<file path="src/rtl/sc_stream_to_bin.sv">
// Stochastic-to-binary decoder: counts the 1s on a bitstream over a 2**WIDTH-cycle
// window and presents the count through a valid/ready handshake.
module sc_stream_to_bin #(
    parameter int unsigned WIDTH = 8
) (
    input  logic             clk,
    input  logic             rst,
    input  logic             start,
    input  logic             stream,
    output logic             busy,
    output logic             out_valid,
    input  logic             out_ready,
    output logic [WIDTH:0]   result
);

    localparam int unsigned CNT_W = WIDTH + 1;
    // Cycle-counter value during the final sample of the window.
    localparam logic [CNT_W-1:0] LAST_SAMPLE = CNT_W'((64'd1 << WIDTH) - 64'd1);

    typedef enum logic [1:0] {
        IDLE  = 2'd0,
        COUNT = 2'd1,
        DONE  = 2'd2
    } state_t;

    state_t             state_q;
    state_t             state_d;
    logic [CNT_W-1:0]   cycle_q;
    logic [CNT_W-1:0]   cycle_d;
    logic [CNT_W-1:0]   ones_q;
    logic [CNT_W-1:0]   ones_d;
    logic [CNT_W-1:0]   result_d;
    logic               busy_d;
    logic               out_valid_d;

    // State, counters and registered outputs.
    always_ff @(posedge clk) begin
        if (rst) begin
            state_q   <= IDLE;
            cycle_q   <= '0;
            ones_q    <= '0;
            result    <= '0;
            busy      <= 1'b0;
            out_valid <= 1'b0;
        end else begin
            state_q   <= state_d;
            cycle_q   <= cycle_d;
            ones_q    <= ones_d;
            result    <= result_d;
            busy      <= busy_d;
            out_valid <= out_valid_d;
        end
    end

    // Next-state, counter and output logic.
    always_comb begin
        state_d  = state_q;
        cycle_d  = cycle_q;
        ones_d   = ones_q;
        result_d = result;

        case (state_q)
            IDLE: begin
                if (start) begin
                    state_d = COUNT;
                    cycle_d = '0;
                    ones_d  = '0;
                end
            end
            COUNT: begin
                ones_d  = ones_q + CNT_W'(stream);
                cycle_d = cycle_q + CNT_W'(1);
                // Last sample lands directly in the result so DONE presents it at once.
                if (cycle_q == LAST_SAMPLE) begin
                    state_d  = DONE;
                    result_d = ones_d;
                end
            end
            DONE: begin
                if (out_ready) begin
                    state_d = IDLE;
                end
            end
            default: begin
                state_d = IDLE;
            end
        endcase

        // Outputs are registered from the next state, so they carry no input-to-output path.
        busy_d      = (state_d != IDLE);
        out_valid_d = (state_d == DONE);
    end

endmodule
</file>
<file path="config.mk">
export PLATFORM = sky130hd
export DESIGN_NAME = sc_stream_to_bin
export DESIGN_NICKNAME = d
export VERILOG_FILES = /design/src/rtl/sc_stream_to_bin.sv
export SDC_FILE = /design/constraint.sdc
export NUM_CORES = 1
export LEC_CHECK = 0
export BUFFER_PORTS_ARGS = -buffer_cell sky130_fd_sc_hd__buf_4
export CAP_MARGIN = 0
export CORE_ASPECT_RATIO = 0.9
export CORE_MARGIN = 2
export CORE_UTILIZATION = 35
export DETAILED_ROUTE_END_ITERATION = 10
export GPL_TIMING_DRIVEN = 0
export PLACE_DENSITY = 0.52
export SLEW_MARGIN = 20
export SYNTH_ARGS = -nofsm -noshare
export SYNTH_HDL_FRONTEND = slang
export SYNTH_SLANG_ARGS = --single-unit
</file>
<file path="constraint.sdc">
create_clock -name clk -period 5.2 [get_ports clk]
set_input_delay 0.26 -clock clk [delete_from_list [all_inputs] [get_ports clk]]
set_output_delay 0.26 -clock clk [all_outputs]
set_load 0.01 [all_outputs]
</file>
# Word-level counts from Yosys, hierarchy flattened
# Cells that the tools add are included.
# totals
regBits	31
input_bits	5
output_inout_bits	11
wordCells	25
# classes
add_sub_neg	2
eq_ne	5
n_mux	7
reduce_logical	5
# op_table
cell	count
9-bit case mux with 2 select lines	2
9-bit by 1-bit adder with 9-bit output	1
9-bit by 1-bit adder with 9-bit output (second input constant)	1
9-bit by 8-bit == test with 1-bit output (second input constant)	1
9-bit two-way mux	1
2-bit two-way mux	3
2-bit case mux with 3 select lines	1
2-bit == test (second input constant)	2
2-bit AND reduction	2
2-bit nonzero test	2
2-bit by 1-bit == test with 1-bit output (second input constant)	1
2-bit zero test	1
2-bit inequality test (second input constant)	1

# Depth between registers and ports, before layout
# Gate-level depths: netlist of run 1.
# depth
word_depth	4
ltp_mapped	9
ltp_nobuf	7

# Worst setup path after synthesis of run 1
# OpenSTA, ideal clock, no wires.
# synth_timing
path_kind	reg2reg
from	register cycle_q[0]
to	register result[8]
setup_time_ns	0.074
arrival_time_ns	1.654
setup_slack_ns	3.472
stages_incl_launch_ff	10
path_cell_list	dfxtp_1 ha_1 nand2_1 nor3_1 ha_1 and3b_1 clkbuf_2 buf_2 o21bai_1 a31oi_1
# synth_between
elab_chain_len	2
# synth_lines
item	line	text
start: declaration	28	logic [CNT_W-1:0] cycle_q;
start signal: assignment	47	cycle_q <= cycle_d;
9-bit by 8-bit == test with 1-bit output	74	if (cycle_q == LAST_SAMPLE) begin
2-bit AND reduction (no line)	n/a	
end signal: assignment	49	result <= result_d;
end: declaration	13	output logic [WIDTH:0] result
# Every way passes these cells.
# A chain may end at the register's enable or synchronous reset.

# Worst setup path after layout of run 1
# Same ends and word-level chain as after synthesis.

==> impl_metrics.py, run 1 <==
metrics = {
    "synth": {
        "synthArstFlopShare_pct": 0,
        "ys_seq_elements": 31,
        "synth_top_cell_area_share_pct": 42.4,
        "synthTopCellsByArea": "dfxtp_1 (42%), nand2_1 (4.4%), a21oi_1 (3.8%)",
        "synth-edff-count": 0,
        "ys.warnings.count": 0,
        "yosys.area.top_type": "dfxtp_1",
        "postSynthCellCount": 163,
        "synthFlopType": "dfxtp_1",
        "syn_area_per_cell_um2": 8.98,
        "syn-cell-area_um2": 1460,
        "ys_types": 39,
        "ys_seq_area_share_pct": 42.4,
        "synthesis.nets": 172,
    },
    "sta": {
        "post-route-period-util_pct": 40.9,
        "fmax_mhz": 471,
        "rsz0062_at_grt": "false",
        "hold_viol_final": 0,
        "tns_ns": 0,
        "whs_ns": 0.280,
        "drv_slew": 0,
        "worstMarginPinSlew_ns": 0.554,
        "setup_slack_ns": 3.08,
        "slew_headroom_pct": 63.1,
        "skew_ns": 0.00312,
        "final.min_clock_period_ns": 2.12,
        "setup_viol": 0,
    },
    "floorplan": {
        "fp.dieW_um": 72.2,
        "initial_core_util_pct": 36.2,
        "die_area_um2": 4720,
        "fp.coreArea_um2": 4050,
        "fp.dieH_um": 65.4,
        "ios": 16,
        "rows": 22,
    },
    "power_and_ir_drop": {
        "p_switching_uw": 109,
        "p_leak_nw": 0.625,
        "power_density_nw_per_um2": 276,
        "internal_power_uw": 371,
        "vdd_drop_max_uv": 101,
        "p_comb_share_pct": 6.1,
        "p_seq_share_pct": 50.4,
        "power_uw": 480,
        "p_clk_share_pct": 43.6,
        "switching_share_pct": 22.7,
    },
    "critical_path": {
        "critPathLaunch": "cycle_q[0]",
        "worst-path-max-fanout": 10,
        "criticalPathCategory": "flip-flop to flip-flop",
        "r2r_cells": 9,
        "arrival_ns": 2.33,
        "startpoint_type": "flip-flop",
        "r2r-start": "cycle_q[0]",
        "endpoint_kind": "flip-flop",
        "crit_required_ns": 5.41,
    },
    "placement": {
        "place_area_um2": 1640,
        "hpwl_um": 2330,
        "io_buffers": 15,
        "placed_cells": 226,
        "dp_slack_ns": 3.08,
        "gp_congestion": 0.776,
    },
    "global_routing": {
        "overflow": 0,
        "grt_pass1_wl_um": 5820,
        "grt_antenna_before_repair": 0,
        "grt_pass1_vias": 1237,
        "grt_use_total_pct": 16.1,
        "grt_start_max_net_pins": 11,
    },
    "clocking": {
        "clk_path_buf_depth": 2,
        "cts_hold_buffers": 0,
        "cts.htree.levels": 2,
        "root_buffer": "clkbuf_8",
        "cts_sinks": 31,
        "cts_tree": "done",
        "path_clk_slew_ns": 0.07,
        "postCtsSetupRepairBufs": 0,
        "cts_resized": 0,
        "cts_buffers": 5,
        "clk_latency_ns": 0.28,
    },
    "finish": {
        "finalNonFillerCells": 234,
        "fin_area_um2": 1740,
        "layout-drive-gt1-share_pct": 20.4,
        "final_cell_mix": "dfxtp_1 (31), buf_4 (18), nand2_1 (17)",
        "final_common_cell": "dfxtp_1",
        "insertedDiodeCount": 0,
        "area_growth_pct": 18.6,
        "fin_nets": 194,
        "final_core_util_pct": 42.9,
    },
    "hold_path": {
        "hp-class": "primary input to flip-flop",
        "holdPathStages": 3,
        "min-delay-start": "out_ready",
    },
    "status": {
        "outcome": "finished, final reports clean",
    },
    "detailed_routing": {
        "drt_iter0_drc": 104,
        "drc": 0,
        "totalWireLength_um": 3380,
        "via_per_inst": 5.55,
        "drtPass1Iterations": 4,
        "wire_per_inst_um": 14.4,
        "ant_nets": 0,
        "num_vias": 1299,
    },
    "run": {
        "max_cap_viol_count": 0,
    },
}
[power groups by stage]
stage	clock network, mW	registers [mW]	logic [mW]
6_report	0.209	0.242	0.0291
3_3_place_gp	0	0.247	0.0288
3_5_place_dp	0	0.247	0.0294
5_1_grt	0.226	0.242	0.0325
2_1_floorplan	0	0.247	0.0180
4_1_cts	0.214	0.242	0.0296
[final cells by class]
| class | count | area, µm² |
|---|---|---|
| fillers | 403 | 2310 |
| multi-input cells | 118 | 773 |
| flip-flops and latches | 31 | 621 |
| repair buffers | 15 | 113 |
| clock buffers | 8 | 100 |
| plain buffers | 12 | 62.6 |
| well taps | 48 | 60.1 |
| inverters | 2 | 7.51 |
[final timing paths]
kind	to	slack, ns
hold reg to reg	result[0]	0.46
setup reg to reg	result[8]	3.08
hold / removal	state_q[1]	0.28
setup / recovery	result[8]	3.08
[synthesized netlist by cell type (4+ instances only)]
library cell,count
o21bai_1,4
a31oi_1,7
buf_2,4
a311oi_1,4
or3_1,5
nor2_1,10
or4_1,5
o21ai_0,4
a211oi_1,5
a21oi_1,11
clkbuf_1,4
o211ai_1,7
dfxtp_1,31
ha_1,4
nand2_1,17
[metal layers]
metal	vias up	wire [µm]	track usage [%]
li1	656	-	-
met1	618	1680	20.1
met2	23	1550	26.1
met3	2	134	4.75
met4	0	18	5.90
met5	-	0	0
[sequential cells by signal (all words and copies together), names as in the netlist]
signal     count
busy           1
cycle_q        9
ones_q         9
out_valid      1
result         9
state_q        2
[critical path, stage by stage (launching register included)]
cell and delay [ns]:
dfxtp_1 0.39, ha_1 0.30, nand2_1 0.09, nor3_1 0.21, ha_1 0.24, and3b_1 0.16
clkbuf_2 0.18, buf_2 0.25, o21bai_1 0.08, a31oi_1 0.14
[logic make-up (layout without fill, tap and decap cells)]
family	count (synthesis)	count (layout)	share of synthesized area, %
flip-flops	31	31	42.4
buffers and inverters	14	37	4.79
adder cells (fa/ha/maj)	4	4	3.42
XOR/XNOR	3	3	1.80
AND/OR/NAND/NOR	59	59	22.9
AO/OA/AOI/OAI	52	52	24.7
Power figures use the tool's default switching activity.
==> inputs of run 2 (changes only) <==
Clock period 5.2 ns to 2 ns, I/O delays scaled along.
==> impl_metrics.py, run 2 (synthesis results as in run 1) <==
metrics = {
    "placement": {
        "gp_congestion": 0.776,
        "placed_cells": 226,
        "dp_slack_ns": -0.120,
        "hpwl_um": 2330,
        "io_buffers": 15,
    },
    "clocking": {
        "cts.htree.levels": 2,
        "cts_tree": "done",
        "path_clk_slew_ns": 0.07,
        "cts_buffers": 5,
        "root_buffer": "clkbuf_8",
        "clk_path_buf_depth": 2,
        "cts_sinks": 31,
        "clk_latency_ns": 0.29,
    },
    "sta": {
        "slew_headroom_pct": 64.6,
        "skew_ns": 0.00479,
        "setup_slack_ns": 0.199,
        "worstMarginPinSlew_ns": 0.531,
        "rsz0062_at_grt": "false",
        "fmax_mhz": 555,
        "setup_viol": 0,
        "post-route-period-util_pct": 90.0,
        "hold_viol_final": 0,
        "final.min_clock_period_ns": 1.80,
        "tns_ns": 0,
        "drv_slew": 0,
    },
    "global_routing": {
        "grt_pass1_vias": 1243,
        "use_met2_pct": 26.3,
        "grt_pass1_wl_um": 5860,
        "grt_start_max_net_pins": 11,
        "overflow": 0,
        "grt_antenna_before_repair": 0,
        "grt_use_met3_pct": 4.75,
        "grt_use_total_pct": 16.2,
        "grt-busiest-layer": "met2",
        "use_met1_pct": 20.3,
    },
    "hold_path": {
        "hp-class": "primary input to flip-flop",
        "holdPathStages": 3,
    },
    "critical_path": {
        "arrival_ns": 2.01,
        "r2r_cells": 8,
        "reg2reg_setup_slack_ns": 0.20,
        "r2r-start": "cycle_q[3]",
        "criticalPathCategory": "flip-flop to flip-flop",
        "crit_required_ns": 2.21,
        "critPathLaunch": "cycle_q[3]",
        "worst-path-max-fanout": 10,
        "endpoint_kind": "flip-flop",
        "startpoint_type": "flip-flop",
        "timing.rr.end": "result[8]",
        "endpoint": "result[8]",
    },
    "power_and_ir_drop": {
        "p_seq_share_pct": 50.3,
        "p_switching_uw": 288,
        "switching_share_pct": 22.9,
        "p_clk_share_pct": 43.7,
        "internal_power_uw": 967,
        "p_leak_nw": 0.624,
        "vdd_drop_max_uv": 266,
        "p_comb_share_pct": 6.1,
        "power_density_nw_per_um2": 710,
    },
    "status": {
        "outcome": "finished, final reports clean",
    },
    "floorplan": {
        "rows": 22,
        "fp.coreArea_um2": 4050,
        "ios": 16,
        "fp.dieW_um": 72.2,
        "initial_core_util_pct": 36.2,
        "fp.dieH_um": 65.4,
        "die_area_um2": 4720,
    },
    "finish": {
        "final_cell_mix": "dfxtp_1 (29), buf_4 (18), nand2_1 (17)",
        "n_fill_cell": 403,
        "layout-drive-gt1-share_pct": 23.1,
        "fin_nets": 194,
        "area_growth_pct": 20.8,
        "reg_top3": "cycle_q: 9 flops, ones_q: 9 flops, result: 9 flops",
        "insertedDiodeCount": 0,
        "finalNonFillerCells": 234,
        "final_common_cell": "dfxtp_1",
    },
    "detailed_routing": {
        "drc": 0,
        "ant_nets": 0,
        "drtPass1Iterations": 4,
        "drt_iter0_drc": 135,
        "via_per_inst": 5.59,
        "totalWireLength_um": 3380,
        "wire_per_inst_um": 14.4,
        "num_vias": 1308,
    },
    "run": {
        "max_cap_viol_count": 0,
    },
}
## run 2: what timing repair did
action,4_1_cts,5_1_grt
pin swaps,0,0
resized for setup,3,7
setup buffers,0,0
hold buffers,0,0
setup endpoints to repair,9,9
cloned,0,0
## run 2: worst min-delay path by stage
stage / from / end / slack, ns
floorplan: rst / ones_q[7] / 0.30
global placement: out_ready / out_valid / 0.41
detailed placement: out_ready / state_q[1] / 0.41
CTS: out_ready / state_q[1] / 0.11
global route: out_ready / out_valid / 0.12
finish: out_ready / state_q[1] / 0.12
## run 2: power groups by stage
stage / Combinational (mW) / Clock [mW] / Sequential [mW]
floorplan: 0.0468 / 0 / 0.642
global placement: 0.0749 / 0 / 0.642
detailed placement: 0.0764 / 0 / 0.643
CTS: 0.0779 / 0.557 / 0.630
global route: 0.0862 / 0.588 / 0.631
finish: 0.0764 / 0.548 / 0.631
## run 2: cell type report
class	count	area, µm²	share of cell area, %
buffer	12	71.3	4.03
clock buffer	8	100	5.66
inverter	2	7.51	0.425
multi-input combinational	118	793	44.9
sequential	31	623	35.2
tap	48	60.1	3.40
timing repair buffer	15	113	6.37
## run 2: routing by layer
layer | wire (µm) | share of wire, %
met5 | 0 | 0
met4 | 52 | 1.5
met3 | 162 | 4.8
met2 | 1520 | 45
met1 | 1650 | 49
## run 2: worst max-delay path, stage by stage, from the launching register on
cell      delay [ns]
dfxtp_1         0.42
nand3_2         0.18
nor3_2          0.22
ha_2            0.22
and3b_1         0.15
clkbuf_4        0.18
buf_6           0.15
o21bai_1        0.06
a31oi_1         0.14
## run 2: per-stage QoR
step / utilization (%) / hold slack, ns / instance area [µm²] / power, mW
6_report: 43.7 / 0.115 / 1770 / 1.25
5_1_grt: 43.7 / 0.125 / 1770 / 1.31
4_1_cts: 43.3 / 0.111 / 1750 / 1.26
3_5_place_dp: 40.4 / 0.412 / 1640 / 0.719
3_3_place_gp: 40.4 / 0.409 / 1640 / 0.717
2_1_floorplan: - / 0.304 / 1460 / 0.689
==> inputs of run 3 (changes only) <==
--- a/config.mk
+++ b/config.mk
@@ -10,8 +10,9 @@
 export CORE_ASPECT_RATIO = 0.9
 export CORE_MARGIN = 2
-export CORE_UTILIZATION = 35
+export CORE_UTILIZATION = 50
+export CTS_CLUSTER_DIAMETER = 30
 export DETAILED_ROUTE_END_ITERATION = 10
 export GPL_TIMING_DRIVEN = 0
-export PLACE_DENSITY = 0.52
+export PLACE_DENSITY = 0.7
 export SLEW_MARGIN = 20
 export SYNTH_ARGS = -nofsm -noshare
==> constraint.sdc (replaced) <==
create_clock -name clk -period 2 [get_ports clk]
set_input_delay 0.1 -clock clk [delete_from_list [all_inputs] [get_ports clk]]
set_output_delay 0.1 -clock clk [all_outputs]
set_load 0.05 [all_outputs]
==> impl_metrics.py, run 3 (synthesis results as in run 1) <==
metrics = {
    "critical_path": {
        "endpoint_kind": "flip-flop",
        "critPathMaxStageDelay_ns": 0.39,
        "crit_required_ns": 2.29,
        "slowest_stage": "dfxtp_2",
        "r2r_cells": 9,
        "r2r-start": "cycle_q[0]",
        "timing.rr.end": "result[8]",
        "reg2reg_setup_slack_ns": 0.14,
        "worst-path-max-fanout": 10,
        "worstPathCellList": "ha_4 -> nand2_1 -> nor3_1 -> ha_1 -> and3b_1 -> clkbuf_2 -> buf_4 -> o21bai_1 -> a31oi_1",
        "criticalPathCategory": "flip-flop to flip-flop",
        "arrival_ns": 2.15,
        "startpoint_type": "flip-flop",
    },
    "sta": {
        "hold_viol_final": 0,
        "worstMarginPinSlew_ns": 0.500,
        "post-route-period-util_pct": 93.1,
        "fmax_mhz": 537,
        "setup_viol": 0,
        "rsz0062_at_grt": "false",
        "slew_headroom_pct": 66.7,
        "skew_ns": 0.00822,
        "setup_slack_ns": 0.139,
        "final.min_clock_period_ns": 1.86,
        "drv_slew": 0,
    },
    "power_and_ir_drop": {
        "power_density_nw_per_um2": 630,
        "vdd_drop_max_uv": 414,
        "power_mw": 1.07,
        "p_leak_nw": 0.608,
    },
    "detailed_routing": {
        "met3WireLength_um": 200,
        "via_per_inst": 5.82,
        "route.layer.met1.wl_um": 1540,
        "drtPass1Iterations": 4,
        "totalWireLength_um": 3240,
        "ant_nets": 0,
        "dr_wl_met2_um": 1430,
        "drt_iter0_drc": 49,
        "drc": 0,
        "top_layer": "met4",
        "num_vias": 1315,
        "wire_per_inst_um": 14.3,
    },
    "placement": {
        "placed_cells": 218,
        "dp_slack_ns": -0.0656,
        "place_area_um2": 1630,
        "gp_congestion": 0.805,
        "hpwl_um": 2260,
        "io_buffers": 15,
    },
    "clocking": {
        "root_buffer": "clkbuf_4",
        "clk_latency_ns": 0.35,
        "cts.htree.levels": 2,
        "clk_path_buf_depth": 2,
        "cts_buffers": 5,
        "cts_tree": "done",
        "postCtsSetupRepairBufs": 0,
        "path_clk_slew_ns": 0.10,
        "cts_sinks": 31,
    },
    "status": {
        "outcome": "finished, final reports clean",
    },
    "floorplan": {
        "die_area_um2": 3380,
        "fp.coreArea_um2": 2770,
        "fp.dieH_um": 55.3,
        "rows": 18,
        "fp.dieW_um": 61.0,
        "initial_core_util_pct": 52.8,
        "ios": 16,
    },
    "finish": {
        "insertedDiodeCount": 0,
        "area_growth_pct": 16.1,
        "finalNonFillerCells": 226,
        "final_core_util_pct": 61.3,
        "layout-drive-gt1-share_pct": 23.7,
        "reg_top3": "cycle_q: 9 flops, ones_q: 9 flops, result: 9 flops",
        "n_fill_cell": 264,
        "final_cell_mix": "dfxtp_1 (27), buf_4 (19), nand2_1 (17)",
        "fin_area_um2": 1700,
        "final_common_cell": "dfxtp_1",
        "fin_nets": 194,
    },
    "hold_path": {
        "hp-class": "primary input to flip-flop",
        "min-delay-start": "out_ready",
        "hold_path_end": "out_valid",
        "holdPathStages": 3,
    },
    "global_routing": {
        "grt_pass1_wl_um": 5470,
        "grt_antenna_before_repair": 0,
        "overflow": 0,
        "grt_use_total_pct": 21.7,
        "grt_start_max_net_pins": 11,
        "grt_pass1_vias": 1192,
    },
    "run": {
        "max_cap_viol_count": 0,
    },
}
[run 3: layout make-up]
| class | count | area [µm²] | share of cell area, % |
|---|---|---|---|
| inverters | 2 | 7.51 | 0.442 |
| repair buffers | 15 | 113 | 6.63 |
| multi-input cells | 118 | 786 | 46.2 |
| plain buffers | 12 | 65.1 | 3.83 |
| clock inverters | 3 | 15.0 | 0.884 |
| well taps | 40 | 50.0 | 2.95 |
| clock buffers | 5 | 37.5 | 2.21 |
| flip-flops and latches | 31 | 626 | 36.8 |
[run 3: metal layers]
layer	vias up	track usage [%]
li1	658	-
met1	615	30.9
met2	34	29.5
met3	8	6.56
met4	0	9.94
met5	-	0
[run 3: power by group]
part	leakage, nW	total [mW]	switching (mW)	internal (mW)
Sequential	0.252	0.630	0.00588	0.624
Combinational	0.321	0.0817	0.0527	0.0291
Clock	0.0347	0.359	0.229	0.130
Total	0.608	1.07	0.287	0.784
[run 3: repair_timing]
item / in CTS / in global routing
hold buffers: 0 / 0
setup endpoints to repair: 9 / 8
gates resized for setup: 2 / 5
pin swaps: 0 / 0
[run 3: per-stage QoR]
stage / hold slack, ns / TNS (ns)
after detailed placement: 0.409 / -0.199
after floorplan: 0.304 / 0
after CTS: 0.0310 / 0
after global routing: 0.0537 / 0
final: 0.0411 / 0
after global placement: 0.406 / 0
[run 3: worst max path at each step]
stage	start	endpoint	slack, ns	cells after the start
final	cycle_q[0]	result[8]	0.14	9
after global routing	cycle_q[0]	result[8]	0.009	9
after CTS	cycle_q[0]	result[8]	0.02	9
after detailed placement	cycle_q[0]	result[8]	-0.07	9
after global placement	cycle_q[0]	result[8]	0.04	9
after floorplan	cycle_q[0]	result[8]	0.26	9
[run 3: critical path: cells and delay by family, from the launching register on]
family                   cells  cell delay, ns
AND/OR/NAND/NOR              3            0.44
buffers and inverters        2            0.36
AO/OA/AOI/OAI                2            0.21
flip-flops                   1            0.39
adder cells (fa/ha/maj)      2            0.42
